==> src/rtl/voice_allocator.sv <==
// Polyphonic voice allocator: turns per-key gate/trigger events into voice assignments.
// Optional feature: define VOICE_STEAL_EN to steal the oldest voice when all voices are busy.
module voice_allocator #(
  parameter int NUM_KEYS   = 12,
  parameter int NUM_VOICES = 4,
  parameter int KEY_W      = $clog2(NUM_KEYS),
  parameter int AGE_W      = 4
) (
  input  logic                        clk_in,
  input  logic                        rst_n_in,
  input  logic [NUM_KEYS-1:0]         gate_in,
  input  logic [NUM_KEYS-1:0]         trigger_in,
  output logic [NUM_VOICES-1:0]       voice_active_out,
  output logic [NUM_VOICES*KEY_W-1:0] voice_key_out,
  output logic [NUM_VOICES-1:0]       voice_trig_out,
  output logic [NUM_VOICES-1:0]       voice_rel_out,
  output logic                        overflow_out
);

  localparam logic [AGE_W-1:0] AGE_MAX = '1;

  logic [NUM_KEYS-1:0]   pend_on_q, pend_off_q, gate_prev_q;
  logic [NUM_KEYS-1:0]   clr_on, clr_off;
  logic [KEY_W-1:0]      key_q [NUM_VOICES];
  logic [KEY_W-1:0]      key_d [NUM_VOICES];
  logic [AGE_W-1:0]      age_q [NUM_VOICES];
  logic [AGE_W-1:0]      age_d [NUM_VOICES];
  logic [NUM_VOICES-1:0] active_d, trig_d, rel_d;
  logic                  ovf_d;

  logic                  off_any, on_any;
  logic [KEY_W-1:0]      off_key, on_key;
  logic [NUM_VOICES-1:0] hold_oh, free_oh, steal_oh, sel_oh;

  // Lowest pending key in each mask; descending scan leaves the lowest index.
  always_comb begin
    off_any = 1'b0;
    on_any  = 1'b0;
    off_key = '0;
    on_key  = '0;
    for (int k = NUM_KEYS - 1; k >= 0; k--) begin
      if (pend_off_q[k]) begin
        off_any = 1'b1;
        off_key = KEY_W'(k);
      end
      if (pend_on_q[k]) begin
        on_any = 1'b1;
        on_key = KEY_W'(k);
      end
    end
  end

  always_comb begin
    hold_oh = '0;
    free_oh = '0;
    for (int v = NUM_VOICES - 1; v >= 0; v--) begin
      if (voice_active_out[v] && key_q[v] == on_key) hold_oh[v] = 1'b1;
      if (!voice_active_out[v]) free_oh = NUM_VOICES'(1) << v;
    end
  end

`ifdef VOICE_STEAL_EN
  logic [AGE_W-1:0] best_age;

  // Oldest voice; strict compare keeps the lowest index on ties.
  always_comb begin
    best_age = '0;
    steal_oh = '0;
    for (int v = 0; v < NUM_VOICES; v++) begin
      if (v == 0 || age_q[v] > best_age) begin
        best_age = age_q[v];
        steal_oh = NUM_VOICES'(1) << v;
      end
    end
  end
`else
  assign steal_oh = '0;
`endif

  always_comb begin
    active_d = voice_active_out;
    trig_d   = '0;
    rel_d    = '0;
    ovf_d    = 1'b0;
    sel_oh   = '0;
    clr_on   = '0;
    clr_off  = '0;
    for (int v = 0; v < NUM_VOICES; v++) begin
      key_d[v] = key_q[v];
      age_d[v] = age_q[v];
    end

    if (off_any) begin
      clr_off = NUM_KEYS'(1) << off_key;
      for (int v = 0; v < NUM_VOICES; v++) begin
        if (voice_active_out[v] && key_q[v] == off_key) begin
          active_d[v] = 1'b0;
          rel_d[v]    = 1'b1;
        end
      end
    end else if (on_any) begin
      clr_on = NUM_KEYS'(1) << on_key;
      if (|hold_oh) begin
        sel_oh = hold_oh;
      end else if (|free_oh) begin
        sel_oh = free_oh;
      end else begin
        ovf_d  = 1'b1;
        sel_oh = steal_oh;
      end
      // The chosen voice restarts its age; every other sounding voice grows older.
      for (int v = 0; v < NUM_VOICES; v++) begin
        if (sel_oh[v]) begin
          active_d[v] = 1'b1;
          key_d[v]    = on_key;
          age_d[v]    = '0;
          trig_d[v]   = 1'b1;
        end else if (|sel_oh && voice_active_out[v] && age_q[v] != AGE_MAX) begin
          age_d[v] = age_q[v] + 1'b1;
        end
      end
    end
  end

  always_ff @(posedge clk_in or negedge rst_n_in) begin
    if (!rst_n_in) begin
      pend_on_q        <= '0;
      pend_off_q       <= '0;
      gate_prev_q      <= '0;
      voice_active_out <= '0;
      voice_trig_out   <= '0;
      voice_rel_out    <= '0;
      overflow_out     <= 1'b0;
      for (int v = 0; v < NUM_VOICES; v++) begin
        key_q[v] <= '0;
        age_q[v] <= '0;
      end
    end else begin
      // New events are OR-ed after the clear so a same-cycle re-arm is not lost.
      pend_on_q        <= (pend_on_q & ~clr_on) | trigger_in;
      pend_off_q       <= (pend_off_q & ~clr_off) | (gate_prev_q & ~gate_in);
      gate_prev_q      <= gate_in;
      voice_active_out <= active_d;
      voice_trig_out   <= trig_d;
      voice_rel_out    <= rel_d;
      overflow_out     <= ovf_d;
      for (int v = 0; v < NUM_VOICES; v++) begin
        key_q[v] <= key_d[v];
        age_q[v] <= age_d[v];
      end
    end
  end

  for (genvar g = 0; g < NUM_VOICES; g++) begin : g_key_out
    assign voice_key_out[g*KEY_W +: KEY_W] = key_q[g];
  end

endmodule

==> config.mk <==
export PLATFORM = sky130hd
export DESIGN_NAME = voice_allocator
export DESIGN_NICKNAME = d
export VERILOG_FILES = /design/src/rtl/voice_allocator.sv
export SDC_FILE = /design/constraint.sdc
export NUM_CORES = 1
export LEC_CHECK = 0
export ABC_AREA = 0
export CAP_MARGIN = 30
export CORE_ASPECT_RATIO = 1.75
export CORE_MARGIN = 3
export CORE_UTILIZATION = 57
export DETAILED_ROUTE_END_ITERATION = 12
export PLACE_DENSITY_LB_ADDON = 0.08
export SKIP_CTS_REPAIR_TIMING = 1
export SLEW_MARGIN = 20
export SYNTH_ARGS = -nofsm -noshare
export SYNTH_HDL_FRONTEND = slang
export SYNTH_SLANG_ARGS = --single-unit
==> constraint.sdc <==
create_clock -name clk_in -period 5.6 [get_ports clk_in]
set_input_delay 0.56 -clock clk_in [delete_from_list [all_inputs] [get_ports clk_in]]
set_output_delay 0.56 -clock clk_in [all_outputs]
set_load 0.05 [all_outputs]
== Yosys cells after proc, flatten, opt, wreduce, memory -nomap -nowiden ==
Cells that the tools add are included.
Word-level totals
  register bits: 65
  bits of input ports: 26
  output and inout bits: 29
Cells by class
  equal/unequal tests: 12
  shift operators: 2
  mux-type cells: 88
  bitwise operators: 9
  reduce and logical (&&, ||, !) cells: 23
Operators by type and width (number)
  $mux W4: 37
  $mux W1: 48
  $and A12 B12 Y12: 3
  $mux W12: 3
  $not A12 Y12: 3
  $eq A4 B4 Y1: 8
  $or A12 B12 Y12: 2
  $reduce_and A3 Y1: 8
  $shl A1 B4 Y12 const A: 2
  $reduce_bool A2 Y1: 5
  $logic_and A1 B1 Y1: 8
  $ne A2 B1 Y1 const B: 4
  $reduce_or A4 Y1: 2
  $not A1 Y1: 1

== Logic depth before layout (Yosys ltp) ==
Gate-level depths: netlist of the first run.
  depth in word-level cells: 22
  depth in mapped cells: 10
  gate-level depth less buffers: 8

== Worst setup path before layout of the first run ==
OpenSTA, ideal clock, no wires.
  kind: register to register
  start point: register pend_on_q[11]
  end point: register key_q, in the netlist voice_key_out[12]
  arrival: 2530 ps
  data required time: 5475 ps
  path slack: 2945 ps
  stages on the path, launching flop included: 10
  buffers on the path: 1
  cell sequence: dfrtp_1 -> nor2b_1 -> o21a_1 -> or4_4 -> mux2i_1 -> nor4_2 -> o41a_1 -> or2_1 -> buf_4 -> mux2_4
On the way
  longest elaborated chain between the ends: 20
RTL lines
  start: declaration: RTL line 22  | logic [NUM_KEYS-1:0] pend_on_q, pend_off_q, gate_prev_q;
  start signal: assignment: RTL line 140  | pend_on_q <= (pend_on_q & ~clr_on) | trigger_in;
  $mux W4 (12 in series): RTL line 46  | if (pend_on_q[k]) begin
  $eq A4 B4 Y1: RTL line 57  | if (voice_active_out[v] && key_q[v] == on_key) hold_oh[v] = 1'b1;
  $logic_and A1 B1 Y1: RTL line 57
  $mux W1: RTL line 57
  $reduce_or A4 Y1: RTL line 103  | if (|hold_oh) begin
  $mux W4: RTL line 103
  $mux W4: RTL line 101  | end else if (on_any) begin
  $mux W4: RTL line 93  | if (off_any) begin
  $reduce_and A3 Y1 (no source line)
  end signal: indexed assignment: RTL line 148  | key_q[v] <= key_d[v];
  end: declaration: RTL line 24  | logic [KEY_W-1:0] key_q [NUM_VOICES];
Several ways; a longest one is shown, not always the timed one. The select of a mux whose other input is x is not followed.
A chain may end at the register's enable or synchronous reset.

== Final worst setup path of the first run ==
  start point: register pend_off_q[2]
  end point: register key_q, in the netlist voice_key_out[7]
On the way
  longest elaborated chain between the ends: 5
RTL lines
  start: declaration: RTL line 22
  start signal: assignment: RTL line 141  | pend_off_q <= (pend_off_q & ~clr_off) | (gate_prev_q & ~gate_in);
  $mux W1 (3 in series): RTL line 42  | if (pend_off_q[k]) begin
  $not A1 Y1 (no source line)
  $reduce_and A3 Y1 (no source line)
No other way between the ends.

==> flow_metrics.py, run 1 <==
metrics = {
    "status": {
        "outcome": "complete, no violations",
    },
    "power": {
        "power_leakage_nw": 1.64,
        "p_clk_share_pct": 40.1,
        "p_int_mw": 0.739,
        "power_mw": 0.974,
        "p_comb_share_pct": 9.1,
        "power_density_mw_per_mm2": 236,
        "switching_power_mw": 0.235,
        "peakVddDrop_mv": 0.177,
        "netSwitchingFraction_pct": 24.1,
        "power.share.sequential_pct": 50.8,
    },
    "sta": {
        "rsz0062_at_grt": "no",
        "finalCritPeriodShare_pct": 54.4,
        "fin_crit_ns": 3.04,
        "tns_ns": 0,
        "max_slew_margin_pct": 39.4,
        "slew_violations": 0,
        "worst_slew_pin_slew_ns": 0.903,
        "hold_slack_ns": 0.399,
        "setup_viol": 0,
        "fin_skew_ns": 0.00922,
        "fin_ws_ns": 2.56,
        "hold_viol": 0,
        "fmax_ghz": 0.329,
    },
    "die": {
        "start_util_pct": 59.2,
        "dieArea_sq_mm": 0.00684,
        "coreArea_sq_mm": 0.00563,
        "row_count": 36,
        "ios": 55,
        "die_y_um": 107,
        "die-width_um": 63.8,
    },
    "placed_design": {
        "dp_hpwl_um": 6220,
        "dp_cells": 458,
        "gp_congestion": 0.964,
        "port_buffers": 54,
        "dp_slack_ns": 2.36,
        "placed_area_sq_mm": 0.00392,
    },
    "grt": {
        "grt_pass1_wl_um": 13800,
        "grt_pass1_vias": 2785,
        "grt_usage_pct": 26.7,
        "overflow": 0,
        "grt_max_degree": 66,
        "antenna_found_initial": 0,
    },
    "worst_setup_path": {
        "cp.buffers_inverters": 0,
        "crit_type": "flop to flop",
        "cp-end-kind": "flop",
        "cp_top_family": "simple AND/OR/NAND/NOR gates",
        "critPathLaunchType": "flop",
        "cp_max_fo": 10,
        "worstPathCellList": "nor4_2, and3_1, and2_0, o21ai_2, a21oi_1, mux2_2",
        "slowest_stage": "nor4_2",
        "cp.arrival_ns": 3.27,
        "crit_required_ns": 5.83,
        "max_stage_delay_ns": 0.74,
    },
    "cells_and_area": {
        "multi_input_area_sq_mm": 0.00158,
        "fill_cells": 454,
        "area_delta_synth_final_pct": 23.7,
        "drive_gt1_share_pct": 11.6,
        "fin_area_sq_mm": 0.00412,
        "finish.utilization_pct": 73.2,
        "fin_nets": 419,
        "regArea_sq_mm": 0.00163,
        "antennaDiodeCount": 0,
        "layoutNonFillerInstCount": 474,
    },
    "clock_tree": {
        "cts_tree": "yes",
        "cts_num_sinks": 65,
        "htreeDepth": 3,
        "cts-buffers-inserted": 9,
        "clk_path_buf_depth": 2,
        "cts-root-buf": "clkbuf_8",
        "clk_latency_ns": 0.34,
        "cts.clk_slew.worst_paths_ns": 0.07,
    },
    "yosys": {
        "yosysUniqueCellTypes": 55,
        "avgSynthCellArea_sq_um": 9.86,
        "ys_ff_latch": 65,
        "netlist_area_sq_mm": 0.00333,
        "mappedNetlistNets": 364,
        "postSynth.asyncResetShare_pct": 100,
        "ys_seq_area_share_pct": 48.8,
        "ys_top_cells_by_count": "dfrtp_1 (65), nor2_1 (30), o21ai_0 (29), nand2_1 (26), inv_1 (21)",
        "yosysTopAreaCell": "dfrtp_1",
        "yosysMostFrequentCell": "dfrtp_1",
        "yosys_warnings": 0,
        "synth_top_area_share_pct": 48.8,
        "syn_inst": 338,
        "yosys_most_used_dff": "dfrtp_1",
        "yosys-top-cells-area": "dfrtp_1 (49%), o21ai_0 (4.4%), nor2_1 (3.4%)",
        "synth_edf_count": 0,
    },
    "route": {
        "drt_iter0_drc": 207,
        "drc": 0,
        "vias": 2815,
        "wl_per_cell_um": 17.7,
        "routed_wl_um": 8390,
        "viasPerCell": 5.94,
        "drtPass1Iterations": 4,
        "ant_nets": 0,
    },
    "run": {
        "max_cap_viol_count": 0,
    },
    "min_path": {
        "hold_class": "input port to async pin",
    },
}
## path summary, 6_finish.rpt
path / slack [ns] / from / to / cells after the start
max: 2.56 / pend_off_q[2] / voice_key_out[7] / 6
min in group clk_in: 0.47 / gate_prev_q[11] / pend_off_q[11] / 1
min reg2reg: 0.47 / gate_prev_q[11] / pend_off_q[11] / 1
max in group asynchronous: 4.69 / rst_n_in / pend_on_q[0] / 2
min: 0.40 / rst_n_in / voice_rel_out[3] / 2
max reg2reg: 2.56 / pend_off_q[2] / voice_key_out[7] / 6
## cell type report
cell class / count / area share [%]
clock inverter: 5 / 1.34
multi-input combinational: 241 / 38.4
timing repair buffer: 55 / 13.2
tap: 76 / 2.31
clock buffer: 11 / 3.43
inverter: 21 / 1.91
sequential: 65 / 39.5
## metal layers
layer  GRT usage (%)  vias to the layer above  wire length (um)
met3            4.30                       31               420
met4            18.2                        0               471
met5               0                        -                 0
met1            29.9                     1347              3200
met2            45.7                      102              4300
li1                -                     1335                 -
## registers in the layout, indices dropped and copies added (netlist names)
signal and cells:
pend_on_q 12, voice_key_out 16, voice_active_out 4, pend_off_q 12, voice_rel_out 4, gate_prev_q 12, overflow_out 1, voice_trig_out 4
## power by group through the flow
stage	logic, mW	registers, mW	clock network [mW]
detailed placement	0.0886	0.503	0
global route	0.0995	0.497	0.418
finish	0.0886	0.495	0.391
CTS	0.0901	0.494	0.396
floorplan	0.0525	0.499	0
global placement	0.0867	0.502	0
## logic make-up after synthesis
group / count (synthesis) / share of synthesized area (%)
simple gates: 127 / 21.9
compound gates: 92 / 18.4
flops: 65 / 48.8
buf+inv: 32 / 3.79
mux: 14 / 4.99
xor+xnor: 8 / 2.10
## worst register-to-register path, cell delays in order, from the launching register on
cell and delay (ns):
dfrtp_1 0.45, nor4_2 0.74, and3_1 0.34, and2_0 0.32, o21ai_2 0.22, a21oi_1 0.45, mux2_2 0.40
## placed cells by master (no fill, tap or decap), drive strengths merged, types with 9 or more instances in the layout
cell type	n
clkdlybuf4s50	53
mux2	12
a21o	10
nor2	31
a21oi	13
clkbuf	11
dfrtp	65
o21ai	31
inv	21
nor4	11
nor3	13
nand2b	9
nand2	26
(Power assumes the default switching activity.)
==> run 2: changes to the inputs <==
--- a/config.mk
+++ b/config.mk
@@ -9,7 +9,7 @@
 export CAP_MARGIN = 30
 export CORE_ASPECT_RATIO = 1.75
 export CORE_MARGIN = 3
-export CORE_UTILIZATION = 57
+export CORE_UTILIZATION = 48
 export DETAILED_ROUTE_END_ITERATION = 12
 export PLACE_DENSITY_LB_ADDON = 0.08
 export SKIP_CTS_REPAIR_TIMING = 1
==> constraint.sdc (replaced) <==
create_clock -name clk_in -period 2.68 [get_ports clk_in]
set_input_delay 0.268 -clock clk_in [delete_from_list [all_inputs] [get_ports clk_in]]
set_output_delay 0.268 -clock clk_in [all_outputs]
set_load 0.05 [all_outputs]
==> flow_metrics.py, run 2 (synthesis gave the netlist of run 1 again) <==
metrics = {
    "power": {
        "peakVddDrop_mv": 0.663,
        "power_leakage_nw": 2.01,
        "power_density_mw_per_mm2": 518,
        "power_mw": 2.51,
    },
    "cells_and_area": {
        "fill_cells": 512,
        "fin_area_sq_mm": 0.00484,
        "largest_register_ffs": 16,
        "drive_gt1_share_pct": 25.9,
        "regArea_sq_mm": 0.00163,
        "antennaDiodeCount": 0,
        "finish.utilization_pct": 72.9,
        "layout_common_cells": "dfrtp_1 (63), clkdlybuf4s50_1 (53), buf_4 (51), nor2_1 (30), o21ai_0 (28)",
        "fin_nets": 473,
        "area_delta_synth_final_pct": 45.1,
        "final_common_cell": "dfrtp_1",
        "layoutNonFillerInstCount": 534,
        "multi_input_area_sq_mm": 0.00172,
    },
    "sta": {
        "fin_skew_ns": 0.00363,
        "worst_slew_pin_slew_ns": 0.638,
        "hold_viol": 0,
        "slew_violations": 0,
        "fin_ws_ns": -0.147,
        "rsz0062_at_grt": "yes",
        "max_slew_margin_pct": 57.0,
        "finalCritPeriodShare_pct": 105,
        "fmax_ghz": 0.354,
        "fin_crit_ns": 2.83,
        "setup_viol": 13,
        "hold_slack_ns": 0.393,
    },
    "worst_setup_path": {
        "crit_type": "flop to flop",
        "worstPathCellList": "buf_6, or4_4, nor4b_4, o21a_1, o22ai_2, or4_4, o41a_1, nor2_4, mux2_2",
        "cp.arrival_ns": 3.05,
        "max_stage_delay_ns": 0.51,
        "critPathLaunchType": "flop",
        "crit_required_ns": 2.90,
        "slowest_stage": "or4_4",
        "cp_max_fo": 4,
        "cp_top_family": "simple AND/OR/NAND/NOR gates",
        "cpMostUsedCell": "or4_4",
        "cp-end-kind": "flop",
        "cp.buffers_inverters": 1,
    },
    "die": {
        "die-width_um": 69.0,
        "dieArea_sq_mm": 0.00802,
        "start_util_pct": 50.2,
        "ios": 55,
        "row_count": 39,
        "die_y_um": 116,
        "coreArea_sq_mm": 0.00664,
    },
    "route": {
        "met3_length_um": 472,
        "routed_wl_um": 9720,
        "ant_nets": 0,
        "viasPerCell": 5.79,
        "drc": 0,
        "drtPass1Iterations": 4,
        "vias": 3092,
        "top_layer_used": "met4",
        "met2_length_um": 5050,
        "drt_iter0_drc": 163,
        "m1WireLength_um": 3520,
        "wl_per_cell_um": 18.2,
    },
    "status": {
        "failed_checks": "setup timing",
        "outcome": "complete, but fails checks",
    },
    "clock_tree": {
        "cts_tree": "yes",
        "cts.clk_slew.worst_paths_ns": 0.05,
        "cts_num_sinks": 65,
        "cts-root-buf": "clkbuf_16",
        "cts-buffers-inserted": 9,
        "clk_latency_ns": 0.34,
        "clk_path_buf_depth": 2,
        "htreeDepth": 3,
    },
    "placed_design": {
        "placed_area_sq_mm": 0.00429,
        "dp_cells": 510,
        "dp_hpwl_um": 7330,
        "port_buffers": 54,
        "gp_congestion": 0.942,
    },
    "grt": {
        "grt_pass1_wl_um": 15100,
        "overflow": 0,
        "antenna_found_initial": 0,
        "grt_usage_pct": 26.4,
        "grt_pass1_vias": 3032,
        "grt_max_degree": 66,
    },
    "run": {
        "max_cap_viol_count": 0,
    },
    "min_path": {
        "hold_class": "input port to flop",
    },
}
## run 2: changes by cell type in the layout (fill, tap and decap cells not counted), moves of 3 or more
cell | previous run | this run
clkbuf_16 | 0 | 9
clkbuf_8 | 10 | 2
mux2_2 | 9 | 5
mux2_4 | 3 | 7
a21oi_1 | 13 | 10
buf_4 | 1 | 51
## run 2: final cells by class
type | instances | area share (%)
multi-input cells | 241 | 35.6
flip-flops and latches | 65 | 33.7
repair buffers | 109 | 20.1
clock buffers | 12 | 5.30
well taps | 82 | 2.12
inverters | 21 | 1.63
clock inverters | 4 | 1.55
## run 2: where the power goes
group	switching [mW]	internal, mW
sequential	0.0268	1.01
combinational	0.101	0.0954
clock	0.410	0.864
total	0.538	1.97
## run 2: layer usage
metal  track usage [%]  up-vias
li1                  -     1443
met1              28.6     1484
met5                 0        -
met2              44.9      122
met3              4.91       43
met4              18.2        0
## run 2: final timing paths
kind                                     to  slack [ns]            start  cells after the start
min                          gate_prev_q[6]        0.39       gate_in[6]                      1
max                        voice_key_out[3]       -0.15     pend_on_q[5]                      9
max in group asynchronous      pend_on_q[7]        1.90         rst_n_in                      3
min reg2reg                  pend_off_q[11]        0.47  gate_prev_q[11]                      1
min in group asynchronous  voice_rel_out[3]        0.48         rst_n_in                      3
max reg2reg                voice_key_out[3]       -0.15     pend_on_q[5]                      9
## run 2: stage by stage
step           setup WS (ns)  setup TNS [ns]
6_report              -0.147           -1.49
5_1_grt               -0.250           -3.34
4_1_cts               -0.299           -3.39
3_5_place_dp          -0.265           -2.86
3_3_place_gp          -0.294           -2.92
2_1_floorplan         0.0247               0
## run 2: worst reg2reg max path: stages (launching register included)
cell and delay [ns]:
dfrtp_1 0.39, buf_6 0.14, or4_4 0.51, nor4b_4 0.22
o21a_1 0.16, o22ai_2 0.11, or4_4 0.48, o41a_1 0.18
nor2_4 0.17, mux2_2 0.35
==> run 3: changes to the inputs <==
--- a/config.mk
+++ b/config.mk
@@ -12,6 +12,7 @@
 export CORE_UTILIZATION = 48
 export DETAILED_ROUTE_END_ITERATION = 12
 export PLACE_DENSITY_LB_ADDON = 0.08
+export SETUP_SLACK_MARGIN = 0.2
 export SKIP_CTS_REPAIR_TIMING = 1
 export SLEW_MARGIN = 20
 export SYNTH_ARGS = -nofsm -noshare
==> flow_metrics.py, run 3 (synthesis gave the netlist of run 1 again) <==
metrics = {
    "status": {
        "outcome": "complete, but fails checks",
        "failed_checks": "hold timing, setup timing",
    },
    "cells_and_area": {
        "finish.utilization_pct": 72.6,
        "drive_gt1_share_pct": 26.8,
        "final_common_cell": "dfrtp_1",
        "multi_input_area_sq_mm": 0.00175,
        "fin_nets": 469,
        "largest_register_ffs": 16,
        "regArea_sq_mm": 0.00163,
        "layout_common_cells": "dfrtp_1 (62), clkdlybuf4s50_1 (53), buf_4 (45), nor2_1 (28)",
        "area_delta_synth_final_pct": 44.6,
        "antennaDiodeCount": 0,
        "layoutNonFillerInstCount": 530,
        "fill_cells": 534,
    },
    "sta": {
        "fin_skew_ns": 0.00749,
        "slew_violations": 0,
        "setup_viol": 11,
        "fmax_ghz": 0.357,
        "finalCritPeriodShare_pct": 104,
        "fin_crit_ns": 2.80,
        "fin_ws_ns": -0.118,
        "max_slew_margin_pct": 53.4,
        "worst_slew_pin_slew_ns": 0.700,
        "rsz0062_at_grt": "yes",
        "hold_viol": 29,
        "hold_slack_ns": -0.0272,
    },
    "die": {
        "coreArea_sq_mm": 0.00664,
        "row_count": 39,
        "dieArea_sq_mm": 0.00802,
        "start_util_pct": 50.2,
        "die-width_um": 69.0,
        "ios": 55,
        "die_y_um": 116,
    },
    "worst_setup_path": {
        "slowest_stage": "or4_4",
        "crit_type": "flop to flop",
        "max_stage_delay_ns": 0.52,
        "startpoint": "pend_on_q[11]",
        "cp_max_fo": 5,
        "critPathLaunchType": "flop",
        "cp_top_family": "simple AND/OR/NAND/NOR gates",
        "cp.buffers_inverters": 0,
        "worstPathCellList": "nor2b_1, o21a_2, or4_4, mux2i_4, nor4_4, o41a_1, or2_4, mux2_4",
        "cp.arrival_ns": 3.01,
        "crit_required_ns": 2.90,
        "cp-end-kind": "flop",
        "worstReg2RegStart": "pend_on_q[11]",
    },
    "grt": {
        "grt_usage_pct": 26.4,
        "grt_pass1_vias": 3139,
        "overflow": 0,
        "grt_pass1_wl_um": 15200,
        "grt_max_degree": 37,
        "antenna_found_initial": 0,
    },
    "route": {
        "viasPerCell": 5.78,
        "top_layer_used": "met4",
        "wl_per_cell_um": 18.4,
        "routed_wl_um": 9770,
        "ant_nets": 0,
        "drtPass1Iterations": 4,
        "m1WireLength_um": 3740,
        "drt_iter0_drc": 109,
        "drc": 0,
        "met2_length_um": 5210,
        "met3_length_um": 383,
        "vias": 3065,
    },
    "placed_design": {
        "port_buffers": 54,
        "gp_congestion": 0.962,
        "dp_hpwl_um": 7430,
        "dp_slack_ns": -0.187,
        "dp_cells": 508,
    },
    "min_path": {
        "hold_class": "input port to async pin",
    },
    "clock_tree": {
        "cts.clk_slew.worst_paths_ns": 0.06,
        "cts-buffers-inserted": 9,
        "clk_latency_ns": 0.34,
        "cts_num_sinks": 65,
        "cts_tree": "yes",
        "cts-root-buf": "clkbuf_16",
        "clk_path_buf_depth": 2,
        "htreeDepth": 3,
    },
    "run": {
        "max_cap_viol_count": 0,
    },
    "power": {
        "power_density_mw_per_mm2": 508,
        "peakVddDrop_mv": 0.527,
        "power_leakage_nw": 1.99,
    },
}
## run 3: final timing paths
check | endpoint | slack (ns) | cells after the start
max in group asynchronous | pend_on_q[6] | 2.06 | 2
min | voice_trig_out[2] | -0.03 | 1
max | voice_key_out[15] | -0.12 | 8
max reg2reg | voice_key_out[15] | -0.12 | 8
min reg2reg | pend_off_q[0] | 0.47 | 1
min in group clk_in | gate_prev_q[9] | 0.39 | 1
## run 3: power breakdown
part	total (mW)	switching [mW]	internal (mW)
clock network	1.21	0.419	0.793
logic	0.199	0.103	0.0963
registers	1.04	0.0301	1.01
## run 3: through the flow
stage / area [sq um] / setup TNS, ns / hold slack, ns / power, mW
after floorplan: 3360 / 0 / -0.0276 / 1.16
after global placement: 4290 / -0.776 / 0.334 / 1.25
after detailed placement: 4290 / -1.68 / 0.346 / 1.26
after CTS: 4610 / -1.82 / -0.00834 / 2.47
after global routing: 4820 / -2.35 / 0.0148 / 2.55
final: 4820 / -0.727 / -0.0272 / 2.45
## run 3: final cells by class
| type | instances | share of cell area [%] |
|---|---|---|
| Clock buffer | 12 | 5.53 |
| Sequential cell | 65 | 33.8 |
| Timing Repair Buffer | 105 | 19.6 |
| Inverter | 21 | 1.64 |
| Clock inverter | 4 | 1.04 |
| Tap cell | 82 | 2.13 |
| Multi-Input combinational cell | 241 | 36.3 |
## run 3: layer usage
layer / vias up / GRT usage, %
met3: 38 / 5.49
li1: 1432 / -
met4: 0 / 16.4
met1: 1505 / 28.1
met5: - / 0
met2: 90 / 46.0
## run 3: worst reg2reg max path, delay by kind of cell, from the launching register on
family | cells | cell delay, ns
compound gates | 2 | 0.68
mux | 2 | 0.48
flops | 1 | 0.44
simple gates | 4 | 1.08
